--- src/rtl/iso_rx_fifo_core.sv ---
// ISO7816 / UART character receiver with internal bit timing, optional parity check,
// T=0 error signalling (NACK) and a small receive FIFO towards the host.
module iso_rx_fifo_core #(
  parameter int unsigned CLOCK_PER_BIT_WIDTH = 13,
  parameter int unsigned DATA_BITS           = 8,
  parameter int unsigned FIFO_DEPTH_LOG2     = 2,
  parameter logic        START_BIT           = 1'b0
) (
  input  logic                           clk,
  input  logic                           reset,
  input  logic                           serialIn,
  input  logic [CLOCK_PER_BIT_WIDTH-1:0] clocksPerBit,
  input  logic                           stopBit2,
  input  logic                           parityEnable,
  input  logic                           oddParity,
  input  logic                           msbFirst,
  input  logic                           nackEnable,
  input  logic                           dataRead,
  input  logic                           ackFlags,
  output logic [DATA_BITS-1:0]           dataOut,
  output logic                           dataOutValid,
  output logic [FIFO_DEPTH_LOG2:0]       fifoLevel,
  output logic                           overrunErrorFlag,
  output logic                           frameErrorFlag,
  output logic                           nackOut,
  output logic                           startBit,
  output logic                           run,
  output logic                           endOfRx
);

  localparam int unsigned CpbW    = CLOCK_PER_BIT_WIDTH;
  localparam int unsigned BitCntW = $clog2(DATA_BITS + 1);
  localparam int unsigned PtrW    = FIFO_DEPTH_LOG2;
  localparam int unsigned LvlW    = FIFO_DEPTH_LOG2 + 1;
  localparam int unsigned Depth   = 1 << FIFO_DEPTH_LOG2;

  typedef enum logic [2:0] {
    StIdle,
    StStart,
    StData,
    StParity,
    StStop1,
    StStop2,
    StNack
  } state_e;

  state_e               state_q;
  logic [CpbW-1:0]      cnt_q;
  logic [BitCntW-1:0]   bit_cnt_q;
  logic [DATA_BITS-1:0] shift_q;
  logic [DATA_BITS-1:0] shift_d;
  logic                 par_q;
  logic                 err_q;
  logic                 run_q;
  logic                 end_of_rx_q;
  logic                 nack_out_q;

  logic [CpbW-1:0]      half_etu;
  logic [CpbW-1:0]      last_cnt;
  logic                 sample_now;
  logic [BitCntW-1:0]   bit_idx;
  logic                 line_idle;

  assign half_etu   = clocksPerBit >> 1;
  assign last_cnt   = clocksPerBit - CpbW'(1);
  assign sample_now = (cnt_q == last_cnt);
  assign line_idle  = ~START_BIT;
  assign bit_idx    = msbFirst ? (BitCntW'(DATA_BITS - 1) - bit_cnt_q) : bit_cnt_q;

  // Place the current line sample at the data position selected by bit order.
  always_comb begin
    shift_d = shift_q;
    for (int i = 0; i < DATA_BITS; i++) begin
      if (bit_idx == BitCntW'(i)) begin
        shift_d[i] = serialIn;
      end
    end
  end

  // Receive FSM; err_q collects parity/stop/NACK errors for the completion cycle.
  always_ff @(posedge clk or posedge reset) begin
    if (reset) begin
      state_q     <= StIdle;
      cnt_q       <= '0;
      bit_cnt_q   <= '0;
      shift_q     <= '0;
      par_q       <= 1'b0;
      err_q       <= 1'b0;
      run_q       <= 1'b0;
      end_of_rx_q <= 1'b0;
      nack_out_q  <= 1'b0;
    end else begin
      end_of_rx_q <= 1'b0;
      unique case (state_q)
        StIdle: begin
          cnt_q <= '0;
          if (serialIn == START_BIT) begin
            state_q <= StStart;
          end
        end
        StStart: begin
          if (cnt_q == half_etu) begin
            cnt_q <= '0;
            if (serialIn != START_BIT) begin
              state_q <= StIdle;
            end else begin
              state_q   <= StData;
              run_q     <= 1'b1;
              bit_cnt_q <= '0;
              par_q     <= 1'b0;
              err_q     <= 1'b0;
            end
          end else begin
            cnt_q <= cnt_q + CpbW'(1);
          end
        end
        StData: begin
          if (sample_now) begin
            cnt_q     <= '0;
            shift_q   <= shift_d;
            par_q     <= par_q ^ serialIn;
            bit_cnt_q <= bit_cnt_q + BitCntW'(1);
            if (bit_cnt_q == BitCntW'(DATA_BITS - 1)) begin
              state_q <= parityEnable ? StParity : StStop1;
            end
          end else begin
            cnt_q <= cnt_q + CpbW'(1);
          end
        end
        StParity: begin
          if (sample_now) begin
            cnt_q <= '0;
            if ((par_q ^ serialIn) != oddParity) begin
              err_q   <= 1'b1;
              state_q <= nackEnable ? StNack : StStop1;
            end else begin
              state_q <= StStop1;
            end
          end else begin
            cnt_q <= cnt_q + CpbW'(1);
          end
        end
        StStop1: begin
          if (sample_now) begin
            cnt_q <= '0;
            if (serialIn != line_idle) begin
              err_q <= 1'b1;
            end
            if (stopBit2) begin
              state_q <= StStop2;
            end else begin
              state_q     <= StIdle;
              run_q       <= 1'b0;
              end_of_rx_q <= 1'b1;
            end
          end else begin
            cnt_q <= cnt_q + CpbW'(1);
          end
        end
        StStop2: begin
          if (sample_now) begin
            cnt_q <= '0;
            if (serialIn != line_idle) begin
              err_q <= 1'b1;
            end
            state_q     <= StIdle;
            run_q       <= 1'b0;
            end_of_rx_q <= 1'b1;
          end else begin
            cnt_q <= cnt_q + CpbW'(1);
          end
        end
        StNack: begin
          // Half an etu of guard, then one full etu of error signal; counter restarts between.
          if (!nack_out_q) begin
            if (cnt_q == half_etu - CpbW'(1)) begin
              cnt_q      <= '0;
              nack_out_q <= 1'b1;
            end else begin
              cnt_q <= cnt_q + CpbW'(1);
            end
          end else if (sample_now) begin
            cnt_q       <= '0;
            nack_out_q  <= 1'b0;
            state_q     <= StIdle;
            run_q       <= 1'b0;
            end_of_rx_q <= 1'b1;
          end else begin
            cnt_q <= cnt_q + CpbW'(1);
          end
        end
        default: begin
          state_q <= StIdle;
          cnt_q   <= '0;
        end
      endcase
    end
  end

  // FIFO control; the completed character is pushed in the cycle endOfRx is high.
  logic [DATA_BITS-1:0] mem_q [Depth];
  logic [PtrW-1:0]      wr_ptr_q;
  logic [PtrW-1:0]      rd_ptr_q;
  logic [LvlW-1:0]      level_q;
  logic [LvlW-1:0]      level_d;
  logic                 overrun_q;
  logic                 frame_q;
  logic                 overrun_d;
  logic                 frame_d;
  logic                 fifo_empty;
  logic                 fifo_full;
  logic                 pop;
  logic                 push;
  logic                 good_char;
  logic                 overrun_set;
  logic                 frame_set;

  assign fifo_empty  = (level_q == '0);
  assign fifo_full   = (level_q == LvlW'(Depth));
  assign pop         = dataRead & ~fifo_empty;
  assign good_char   = end_of_rx_q & ~err_q;
  assign push        = good_char & (~fifo_full | pop);
  assign overrun_set = good_char & fifo_full & ~pop;
  assign frame_set   = end_of_rx_q & err_q;

  // Level and sticky flag next-state; a set in the same cycle wins over ackFlags.
  always_comb begin
    level_d = level_q;
    if (push && !pop) begin
      level_d = level_q + LvlW'(1);
    end else if (pop && !push) begin
      level_d = level_q - LvlW'(1);
    end
    overrun_d = overrun_q;
    frame_d   = frame_q;
    if (ackFlags) begin
      overrun_d = 1'b0;
      frame_d   = 1'b0;
    end
    if (overrun_set) begin
      overrun_d = 1'b1;
    end
    if (frame_set) begin
      frame_d = 1'b1;
    end
  end

  // FIFO pointers, level and flags.
  always_ff @(posedge clk or posedge reset) begin
    if (reset) begin
      wr_ptr_q  <= '0;
      rd_ptr_q  <= '0;
      level_q   <= '0;
      overrun_q <= 1'b0;
      frame_q   <= 1'b0;
    end else begin
      if (push) begin
        wr_ptr_q <= wr_ptr_q + PtrW'(1);
      end
      if (pop) begin
        rd_ptr_q <= rd_ptr_q + PtrW'(1);
      end
      level_q   <= level_d;
      overrun_q <= overrun_d;
      frame_q   <= frame_d;
    end
  end

  // Storage array; contents are don't-care while the level says empty.
  always_ff @(posedge clk) begin
    if (push) begin
      mem_q[wr_ptr_q] <= shift_q;
    end
  end

  assign dataOut          = fifo_empty ? '0 : mem_q[rd_ptr_q];
  assign dataOutValid     = ~fifo_empty;
  assign fifoLevel        = level_q;
  assign overrunErrorFlag = overrun_q;
  assign frameErrorFlag   = frame_q;
  assign nackOut          = nack_out_q;
  assign startBit         = (state_q == StStart);
  assign run              = run_q;
  assign endOfRx          = end_of_rx_q;

endmodule

--- config.mk ---
export PLATFORM = sky130hd
export DESIGN_NAME = iso_rx_fifo_core
export DESIGN_NICKNAME = d
export VERILOG_FILES = /design/src/rtl/iso_rx_fifo_core.sv
export SDC_FILE = /design/constraint.sdc
export NUM_CORES = 1
export LEC_CHECK = 0
export ABC_AREA = 0
export CORE_MARGIN = 8
export CORE_UTILIZATION = 35
export DETAILED_ROUTE_END_ITERATION = 8
export GPL_TIMING_DRIVEN = 0
export PLACE_DENSITY = 0.62
export SLEW_MARGIN = 5
export SYNTH_ARGS = -nofsm -noshare
export SYNTH_HDL_FRONTEND = slang
export SYNTH_SLANG_ARGS = --single-unit
--- constraint.sdc ---
create_clock -name clk -period 2.51 [get_ports clk]
set_input_delay 0.3765 -clock clk [delete_from_list [all_inputs] [get_ports clk]]
set_output_delay 0.3765 -clock clk [all_outputs]
set_load 0.1 [all_outputs]
==> results of run 1 <==
## flip-flops by register name (all words and copies together) (netlist names)
signal            cells
cnt_q                13
wr_ptr_q              2
err_q                 1
frameErrorFlag        1
run                   1
mem_q                32
bit_cnt_q             4
rd_ptr_q              2
state_q               3
par_q                 1
endOfRx               1
fifoLevel             3
shift_q               8
overrunErrorFlag      1
nackOut               1
## critical path, cell delays in order
cell and delay (ns):
buf_8 0.10, inv_6 0.05, ha_4 0.13, or4b_4 0.46
or3_1 0.40, a31o_1 0.22, a32oi_4 0.31, buf_12 0.19
nand3_4 0.10, o31a_1 0.25, a211o_1 0.21
## what timing repair did
item,in CTS,in global routing
endpoints found under the setup margin,43,40
pin swaps,20,15
gates resized for setup,105,66
buffers inserted,20,10
gates cloned,1,0
## per-layer routing
metal,routed length [µm],GRT usage
met5,0,0
met4,320,0.0549
met3,619,0.0371
met2,6950,0.264
met1,5550,0.166
## per-stage QoR
step | hold WS, ns | total power, µW | setup TNS, ns
detailed placement | 0.478 | 3560 | -35.25
finish | 0.248 | 4880 | -0.182
global route | 0.250 | 5120 | -0.676
floorplan | 0.471 | 3100 | -2.65
global placement | 0.469 | 3530 | -36.20
CTS | 0.245 | 4880 | -0.287
## power groups by stage
stage / combinational (µW) / clock, µW / sequential (µW)
global route: 2130 / 1360 / 1630
floorplan: 1430 / 0 / 1670
finish: 2010 / 1270 / 1600
detailed placement: 2060 / 0 / 1500
global placement: 2030 / 0 / 1500
CTS: 2020 / 1300 / 1560
## Yosys cell counts, types with 3 or more instances
cell / n
nor2b_1: 5
nor2_1: 33
nand2_1: 35
nor3b_1: 4
clkinv_1: 3
and2_1: 16
o22ai_1: 3
mux4_2: 8
o21a_1: 4
dfrtp_1: 42
o211ai_1: 8
clkbuf_1: 31
and3_1: 5
or3_1: 9
o41ai_1: 5
ha_1: 10
a22o_1: 3
nor4_1: 5
a21oi_1: 15
nand3_1: 23
o21ai_0: 39
buf_2: 7
nor3_1: 17
xor2_1: 23
inv_1: 21
or3b_2: 4
nand4_1: 13
nor4b_1: 3
xnor2_1: 23
o31ai_1: 3
nand2b_1: 7
a211o_1: 3
edfxtp_1: 32
a31oi_1: 9
a22oi_1: 4
## layout by cell type, fill, tap and decap left out, types with 5 or more instances in the layout
| master | count |
|---|---|
| nand3_1 | 20 |
| clkdlybuf4s50_1 | 17 |
| clkbuf_16 | 10 |
| a31oi_1 | 8 |
| xnor2_1 | 22 |
| edfxtp_1 | 32 |
| and2_2 | 8 |
| or3_1 | 7 |
| buf_4 | 26 |
| dfrtp_2 | 5 |
| nand4_1 | 13 |
| clkbuf_1 | 20 |
| dfrtp_1 | 36 |
| nor2b_1 | 5 |
| buf_2 | 6 |
| nor3_1 | 13 |
| o21ai_1 | 26 |
| xor2_1 | 22 |
| nand2_1 | 32 |
| o211ai_1 | 8 |
| a21oi_1 | 14 |
| ha_1 | 8 |
| nor2_1 | 31 |
| buf_6 | 7 |
| mux4_2 | 8 |
| inv_1 | 17 |
| nand2b_1 | 7 |
| o21ai_0 | 12 |
| and2_1 | 7 |
## layout make-up
| cell class | instances | area share |
|---|---|---|
| Multi-Input combinational cell | 387 | 0.467 |
| Sequential cell | 74 | 0.311 |
| Timing Repair Buffer | 65 | 0.0932 |
| Clock buffer | 10 | 0.0352 |
| Tap cell | 180 | 0.0346 |
| Buffer | 30 | 0.0321 |
| Inverter | 24 | 0.0165 |
| Clock inverter | 6 | 0.0104 |
## logic make-up after synthesis
| group | after synthesis | share of synthesized area |
|---|---|---|
| buf+inv | 64 | 0.0534 |
| compound gates | 125 | 0.169 |
| fa+ha+maj | 11 | 0.0293 |
| xor+xnor | 47 | 0.0862 |
| simple gates | 192 | 0.210 |
| flops | 74 | 0.407 |
| mux | 12 | 0.0450 |
## worst paths after layout
kind / from / end / slack, ns / cells after the start
worst max-delay path: clocksPerBit[1] / shift_q[3] / -0.09 / 11
worst min-delay path: reset / frameErrorFlag / 0.25 / 2
worst max register to register: cnt_q[9] / shift_q[3] / 0.02 / 8
worst min register to register: fifoLevel[2] / fifoLevel[2] / 0.49 / 1
max in group asynchronous: reset / cnt_q[0] / 1.79 / 3
min in group clk: fifoLevel[2] / fifoLevel[2] / 0.49 / 1
==> flow_summary.json, run 1 <==
{
  "nets": 625,
  "violations": "setup timing",
  "slew_headroom": 0.341,
  "dieArea_um2": 18200,
  "antenna_cells": 0,
  "path_class": "input pin to register",
  "fillers": 1247,
  "die_h_um": 135,
  "vias": 4344,
  "routedWlPerCell_um": 17.3,
  "hold_violations": 0,
  "holdBufCountCts": 0,
  "synthTopCellsByArea": "dfrtp_1, edfxtp_1, xnor2_1",
  "cts_max_level": 3,
  "hpwl_um": 9590,
  "switching_share": 0.418,
  "grt_use_total": 0.148,
  "synth_top_area_cell": "dfrtp_1",
  "cts-buffers-inserted": 9,
  "synth_edf_count": 32,
  "end_kind": "register",
  "register_area_um2": 2020,
  "hold_path_class": "input pin to async pin",
  "synth_seq_area_share": 0.407,
  "area_growth_pct": 31.6,
  "row_count": 43,
  "path_max_fanout": 7,
  "startpoint_type": "input pin",
  "io-pin-count": 41,
  "internal-power_uw": 2840,
  "antenna_found_initial": 0,
  "synth_nets": 559,
  "skew_ns": 0.00457,
  "drv_cap": 0,
  "status": "complete, but fails checks",
  "synthFlopType": "dfrtp_1",
  "die_w_um": 135,
  "fin_area_um2": 6510,
  "place_area_um2": 5660,
  "ys_ff_latch": 74,
  "cp.arrival_ns": 2.82,
  "multi_input_area_um2": 3040,
  "pwr-share-comb": 0.412,
  "period_share": 1.03,
  "required_ns": 2.73,
  "drt_iter0_markers": 227,
  "leakage_uw": 0.00245,
  "power_density_nw_per_um2": 749,
  "root_buffer": "clkbuf_16",
  "syn_avg_cell_area_um2": 9.42,
  "vias_per_cell": 5.60,
  "worstMarginPinSlew_ns": 0.986,
  "netSwitchingPower_uw": 2040,
  "placed_cells": 739,
  "syn_inst": 525,
  "synth_top_cell_area_share": 0.212,
  "final_core_util": 0.471,
  "gr-total-overflow": 0,
  "insertion_delay_ns": 0.34,
  "core_area_um2": 13800,
  "dr.pass1.iters": 4,
  "min_period_ns": 2.60,
  "gp_congestion": 0.882,
  "setup_violations": 5,
  "pwr-share-clk": 0.260,
  "numClockSinks": 74,
  "grt_max_degree": 38,
  "clockBufferDepth": 2,
  "drive_above_1_share": 0.257,
  "ys_warn_count": 0,
  "clkTransAtPathRegs_ns": 0.06,
  "seqPwrFrac": 0.327,
  "final-max-slew-violation-count": 0,
  "synthArstFlopShare": 0.568,
  "ys_types": 70,
  "finalNonFillerCells": 776,
  "syn_area_um2": 4950,
  "rsz0062_at_grt": "yes",
  "floorplan.initialDensity": 0.358,
  "cts_tree": "done",
  "first_global_vias": 4342,
  "post-place-ws_ns": -1.08,
  "final.setup.worst_slack_ns": -0.0868,
  "portBuffers": 33,
  "grt_pass1_wl_um": 21700,
  "irDropWorstVdd_mv": 0.623,
  "fmax_mhz": 385,
  "drc": 0,
  "ant_nets": 0,
  "wl_um": 13400
}
No activity file was read; power rests on OpenSTA's default activity.
==> inputs of run 2 (changes only) <==
--- a/config.mk
+++ b/config.mk
@@ -6,11 +6,13 @@
 export NUM_CORES = 1
 export LEC_CHECK = 0
 export ABC_AREA = 0
+export CELL_PAD_IN_SITES_DETAIL_PLACEMENT = 0
+export CELL_PAD_IN_SITES_GLOBAL_PLACEMENT = 1
 export CORE_MARGIN = 8
 export CORE_UTILIZATION = 35
 export DETAILED_ROUTE_END_ITERATION = 8
 export GPL_TIMING_DRIVEN = 0
-export PLACE_DENSITY = 0.62
+export PLACE_DENSITY = 0.74
 export SLEW_MARGIN = 5
 export SYNTH_ARGS = -nofsm -noshare
 export SYNTH_HDL_FRONTEND = slang
==> flow_summary.json, run 2 (synthesis results as in run 1) <==
{
  "routedWlPerCell_um": 18.5,
  "portBuffers": 33,
  "grt_use_total": 0.159,
  "die_h_um": 135,
  "antenna_cells": 0,
  "nets": 628,
  "final_cell_mix": "dfrtp_1, nor2_1, nand2_1, edfxtp_1, buf_4",
  "drt_iter0_markers": 291,
  "worstRegToRegCells": 9,
  "hold_path_class": "input pin to async pin",
  "r2r_end": "shift_q[3]",
  "grt_max_degree": 38,
  "root_buffer": "clkbuf_16",
  "hold_violations": 0,
  "ff2ff_setup_slack_ns": 0,
  "path_class": "input pin to register",
  "cp-endpoint": "shift_q[1]",
  "startpoint": "clocksPerBit[5]",
  "cts-buffers-inserted": 9,
  "gr-total-overflow": 0,
  "clockBufferDepth": 2,
  "antenna_found_initial": 0,
  "leakage_uw": 0.00252,
  "first_global_vias": 4341,
  "min_period_ns": 2.66,
  "gp_congestion": 0.889,
  "path_max_fanout": 10,
  "fmax_mhz": 376,
  "insertion_delay_ns": 0.34,
  "io-pin-count": 41,
  "vias": 4424,
  "final.setup.worst_slack_ns": -0.148,
  "end_kind": "register",
  "hpwl_um": 9630,
  "floorplan.initialDensity": 0.358,
  "die_w_um": 135,
  "cts_tree": "done",
  "period_share": 1.06,
  "required_ns": 2.70,
  "row_count": 43,
  "largest_register_ffs": 32,
  "top_register": "mem_q",
  "dr.pass1.iters": 5,
  "r2r_start": "cnt_q[12]",
  "irDropWorstVdd_mv": 0.414,
  "fin_area_um2": 6690,
  "cts_max_level": 3,
  "setup_tns_ns": -0.986,
  "cp.arrival_ns": 2.85,
  "power_density_nw_per_um2": 731,
  "violations": "setup timing",
  "vias_per_cell": 5.68,
  "mostFrequentLayoutCell": "dfrtp_1",
  "core_area_um2": 13800,
  "numClockSinks": 74,
  "clkTransAtPathRegs_ns": 0.06,
  "largestRegisters": "mem_q: 32 flops, cnt_q: 13 flops, shift_q: 8 flops",
  "slew_headroom": 0.343,
  "fillers": 1257,
  "skew_ns": 0.0107,
  "worstMarginPinSlew_ns": 0.982,
  "drc": 0,
  "dieArea_um2": 18200,
  "ant_nets": 0,
  "wl_um": 14400,
  "status": "complete, but fails checks",
  "drv_cap": 0,
  "area_growth_pct": 35.2,
  "place_area_um2": 5660,
  "startpoint_type": "input pin",
  "grt_pass1_wl_um": 23300,
  "rsz0062_at_grt": "yes",
  "setup_violations": 22,
  "final-max-slew-violation-count": 0,
  "drive_above_1_share": 0.314
}
[run 2: critical path, cell delays in order]
cell and delay (ns):
buf_4 0.15, or4_4 0.58, buf_6 0.18, nor3_4 0.22, nand4_1 0.19, a32oi_4 0.36
buf_8 0.20, buf_12 0.11, nand2_8 0.06, o41ai_2 0.24, o211ai_1 0.15
[run 2: metal layers]
layer | global-route usage | part of all wire | vias up
met2 | 0.249 | 0.48 | 120
met1 | 0.212 | 0.45 | 2200
met4 | 0.0568 | 0.019 | 0
met3 | 0.0345 | 0.050 | 23
met5 | 0 | 0 | -
li1 | - | - | 2081
[run 2: worst min-delay path by stage]
stage                    to  cells past startpoint  slack, ns
2_1_floorplan         par_q                      1       0.47
6_report        rd_ptr_q[0]                      2       0.27
3_5_place_dp   fifoLevel[2]                      1       0.48
3_3_place_gp   fifoLevel[2]                      1       0.47
4_1_cts        fifoLevel[0]                      2       0.29
5_1_grt         rd_ptr_q[0]                      2       0.29
[run 2: area by class of cell]
type | count | area (µm²) | share of cell area
flip-flops and latches | 74 | 2020 | 0.302
well taps | 180 | 225 | 0.0337
clock inverters | 7 | 52.6 | 0.00785
inverters | 24 | 115 | 0.0172
plain buffers | 28 | 196 | 0.0294
multi-input cells | 387 | 3200 | 0.478
clock buffers | 9 | 225 | 0.0337
repair buffers | 70 | 656 | 0.0980
[run 2: report_power, final]
| group | internal, µW | switching [µW] | total, µW |
|---|---|---|---|
| logic | 703 | 1360 | 2060 |
| registers | 1380 | 247 | 1630 |
| clock network | 676 | 532 | 1210 |
[run 2: timing repair]
action,CTS,global route
gates cloned,2,0
setup endpoints to repair,44,40
gates resized for setup,147,69
pin swaps,42,27
setup buffers,29,5
hold buffers,0,0
hold endpoints to repair,0,0
[run 2: metrics by stage]
stage,power (µW),utilization,hold slack [ns],instances,setup WS [ns]
finish,4890,0.484,0.274,779,-0.148
global route,5120,0.484,0.290,779,-0.233
CTS,4870,0.469,0.291,782,-0.111
detailed placement,3580,0.409,0.478,739,-1.27
global placement,3550,0.408,0.469,738,-1.25
floorplan,3100,-,0.471,525,-0.192
==> inputs of run 3 (changes only) <==
--- a/config.mk
+++ b/config.mk
@@ -12,7 +12,7 @@
 export CORE_UTILIZATION = 35
 export DETAILED_ROUTE_END_ITERATION = 8
 export GPL_TIMING_DRIVEN = 0
-export PLACE_DENSITY = 0.74
+export PLACE_DENSITY = 0.71
 export SLEW_MARGIN = 5
 export SYNTH_ARGS = -nofsm -noshare
 export SYNTH_HDL_FRONTEND = slang
==> constraint.sdc (replaced) <==
create_clock -name clk -period 3 [get_ports clk]
set_input_delay 0.45 -clock clk [delete_from_list [all_inputs] [get_ports clk]]
set_output_delay 0.45 -clock clk [all_outputs]
set_load 0.1 [all_outputs]
==> flow_summary.json, run 3 (synthesis results as in run 1) <==
{
  "status": "completed",
  "min_period_ns": 2.95,
  "cp.arrival_ns": 3.14,
  "cts_max_level": 3,
  "internal-power_uw": 2330,
  "cts_tree": "done",
  "io-pin-count": 41,
  "path_max_fanout": 7,
  "path_class": "input pin to register",
  "grt_use_total": 0.149,
  "die_h_um": 135,
  "nets": 611,
  "required_ns": 3.19,
  "worstMarginPinSlew_ns": 1.00,
  "first_global_vias": 4117,
  "drc": 0,
  "fin_area_um2": 6020,
  "vias": 4254,
  "gp_congestion": 0.863,
  "antenna_cells": 0,
  "worstRegToRegCells": 8,
  "finalNonFillerCells": 762,
  "die_w_um": 135,
  "multi_input_area_um2": 2810,
  "dieArea_um2": 18200,
  "worstPathCellList": "dlygate4sd2_1, inv_2, ha_4, or4b_4, or4_4, a32oi_4, buf_6, nand2_2, o41ai_2, o211ai_1",
  "placed_cells": 739,
  "ant_nets": 0,
  "antenna_found_initial": 0,
  "insertion_delay_ns": 0.33,
  "hpwl_um": 9650,
  "vias_per_cell": 5.58,
  "final-max-slew-violation-count": 0,
  "skew_ns": 0.00914,
  "top_register": "mem_q",
  "mostFrequentLayoutCell": "dfrtp_1",
  "drive_above_1_share": 0.151,
  "irDropWorstVdd_mv": 0.353,
  "place_area_um2": 5550,
  "register_area_um2": 2010,
  "largestRegisters": "mem_q: 32 flops, cnt_q: 13 flops, shift_q: 8 flops",
  "setup_tns_ns": 0,
  "slew_headroom": 0.325,
  "root_buffer": "clkbuf_16",
  "fillers": 1350,
  "drv_cap": 0,
  "routedWlPerCell_um": 17.3,
  "final_cell_mix": "dfrtp_1, nor2_1, o21ai_0",
  "end_kind": "register",
  "area_growth_pct": 21.8,
  "crit_path_max_incr_delay_ns": 0.51,
  "portBuffers": 33,
  "core_area_um2": 13800,
  "setup_violations": 0,
  "switching_share": 0.418,
  "dr.pass1.iters": 5,
  "largest_register_ffs": 32,
  "pwr-share-clk": 0.269,
  "leakage_uw": 0.00229,
  "cts-buffers-inserted": 9,
  "fmax_mhz": 339,
  "grt_max_degree": 38,
  "netSwitchingPower_uw": 1670,
  "period_share": 0.984,
  "grt_pass1_wl_um": 21800,
  "final_core_util": 0.436,
  "clkTransAtPathRegs_ns": 0.06,
  "row_count": 43,
  "gr-total-overflow": 0,
  "cpMaxStageDelayCell": "or4_4",
  "power_density_nw_per_um2": 664,
  "pwr-share-comb": 0.411,
  "startpoint_type": "input pin",
  "hold_violations": 0,
  "floorplan.initialDensity": 0.358,
  "hold_path_class": "input pin to async pin",
  "clockBufferDepth": 2,
  "drt_iter0_markers": 266,
  "seqPwrFrac": 0.321,
  "numClockSinks": 74,
  "wl_um": 13200
}
[run 3: cell types whose count changed in the layout (fill, tap and decap cells not counted), moves of 5 or more]
cell / change
o21ai_0: +21
o21ai_2: -19
buf_4: -14
clkbuf_1: +11
dlygate4sd2_1: +10
buf_6: -8
buf_2: -6
dfrtp_1: +5
[run 3: through the flow]
stage / setup WS [ns] / total power [µW] / hold slack [ns]
3_5_place_dp: -0.915 / 2970 / 0.489
5_1_grt: -0.0155 / 4200 / 0.330
4_1_cts: 0.00150 / 4040 / 0.322
3_3_place_gp: -0.867 / 2950 / 0.485
2_1_floorplan: 0.0169 / 2580 / 0.471
6_report: 0.0490 / 4000 / 0.323
[run 3: worst max-delay path: cells and delay by family]
family          cells  cell delay (ns)
buf+inv             3             0.57
simple gates        3             1.12
compound gates      3             0.81
fa+ha+maj           1             0.18
[run 3: power by group through the flow]
stage | combinational, µW | clock, µW | sequential [µW]
final | 1640 | 1070 | 1280
after global routing | 1750 | 1140 | 1300
after CTS | 1650 | 1100 | 1280
after detailed placement | 1710 | 0 | 1260
after global placement | 1690 | 0 | 1250
after floorplan | 1180 | 0 | 1400
[run 3: final cells by class]
type / count / area share
Buffer: 38 / 0.0332
Clock buffer: 10 / 0.0380
Clock inverter: 6 / 0.0106
Inverter: 24 / 0.0150
Multi-Input combinational cell: 387 / 0.466
Sequential cell: 74 / 0.334
Tap cell: 180 / 0.0374
Timing Repair Buffer: 43 / 0.0660
[run 3: routing by layer]
metal  up-vias  part of all wire  global-route usage
met1      2068              0.45               0.191
met2       123              0.49               0.250
met3        12             0.053              0.0256
li1       2051                 -                   -
met5         -                 0                   0
met4         0             0.011              0.0405
[run 3: final timing paths]
path                                      start      endpoint  slack, ns
worst max-delay path            clocksPerBit[1]    shift_q[1]       0.05
worst min-delay path                      reset  fifoLevel[2]       0.32
worst max register to register         cnt_q[0]    shift_q[3]       0.25
worst min register to register            par_q         par_q       0.50
max in group asynchronous                 reset      cnt_q[7]       2.23
min in group clk                          par_q         par_q       0.50
[run 3: what timing repair did]
item / CTS / global route
pin swaps: 5 / 7
setup buffers: 5 / 4
gates resized for setup: 38 / 22
hold buffers: 0 / 0
setup endpoints to repair: 42 / 24
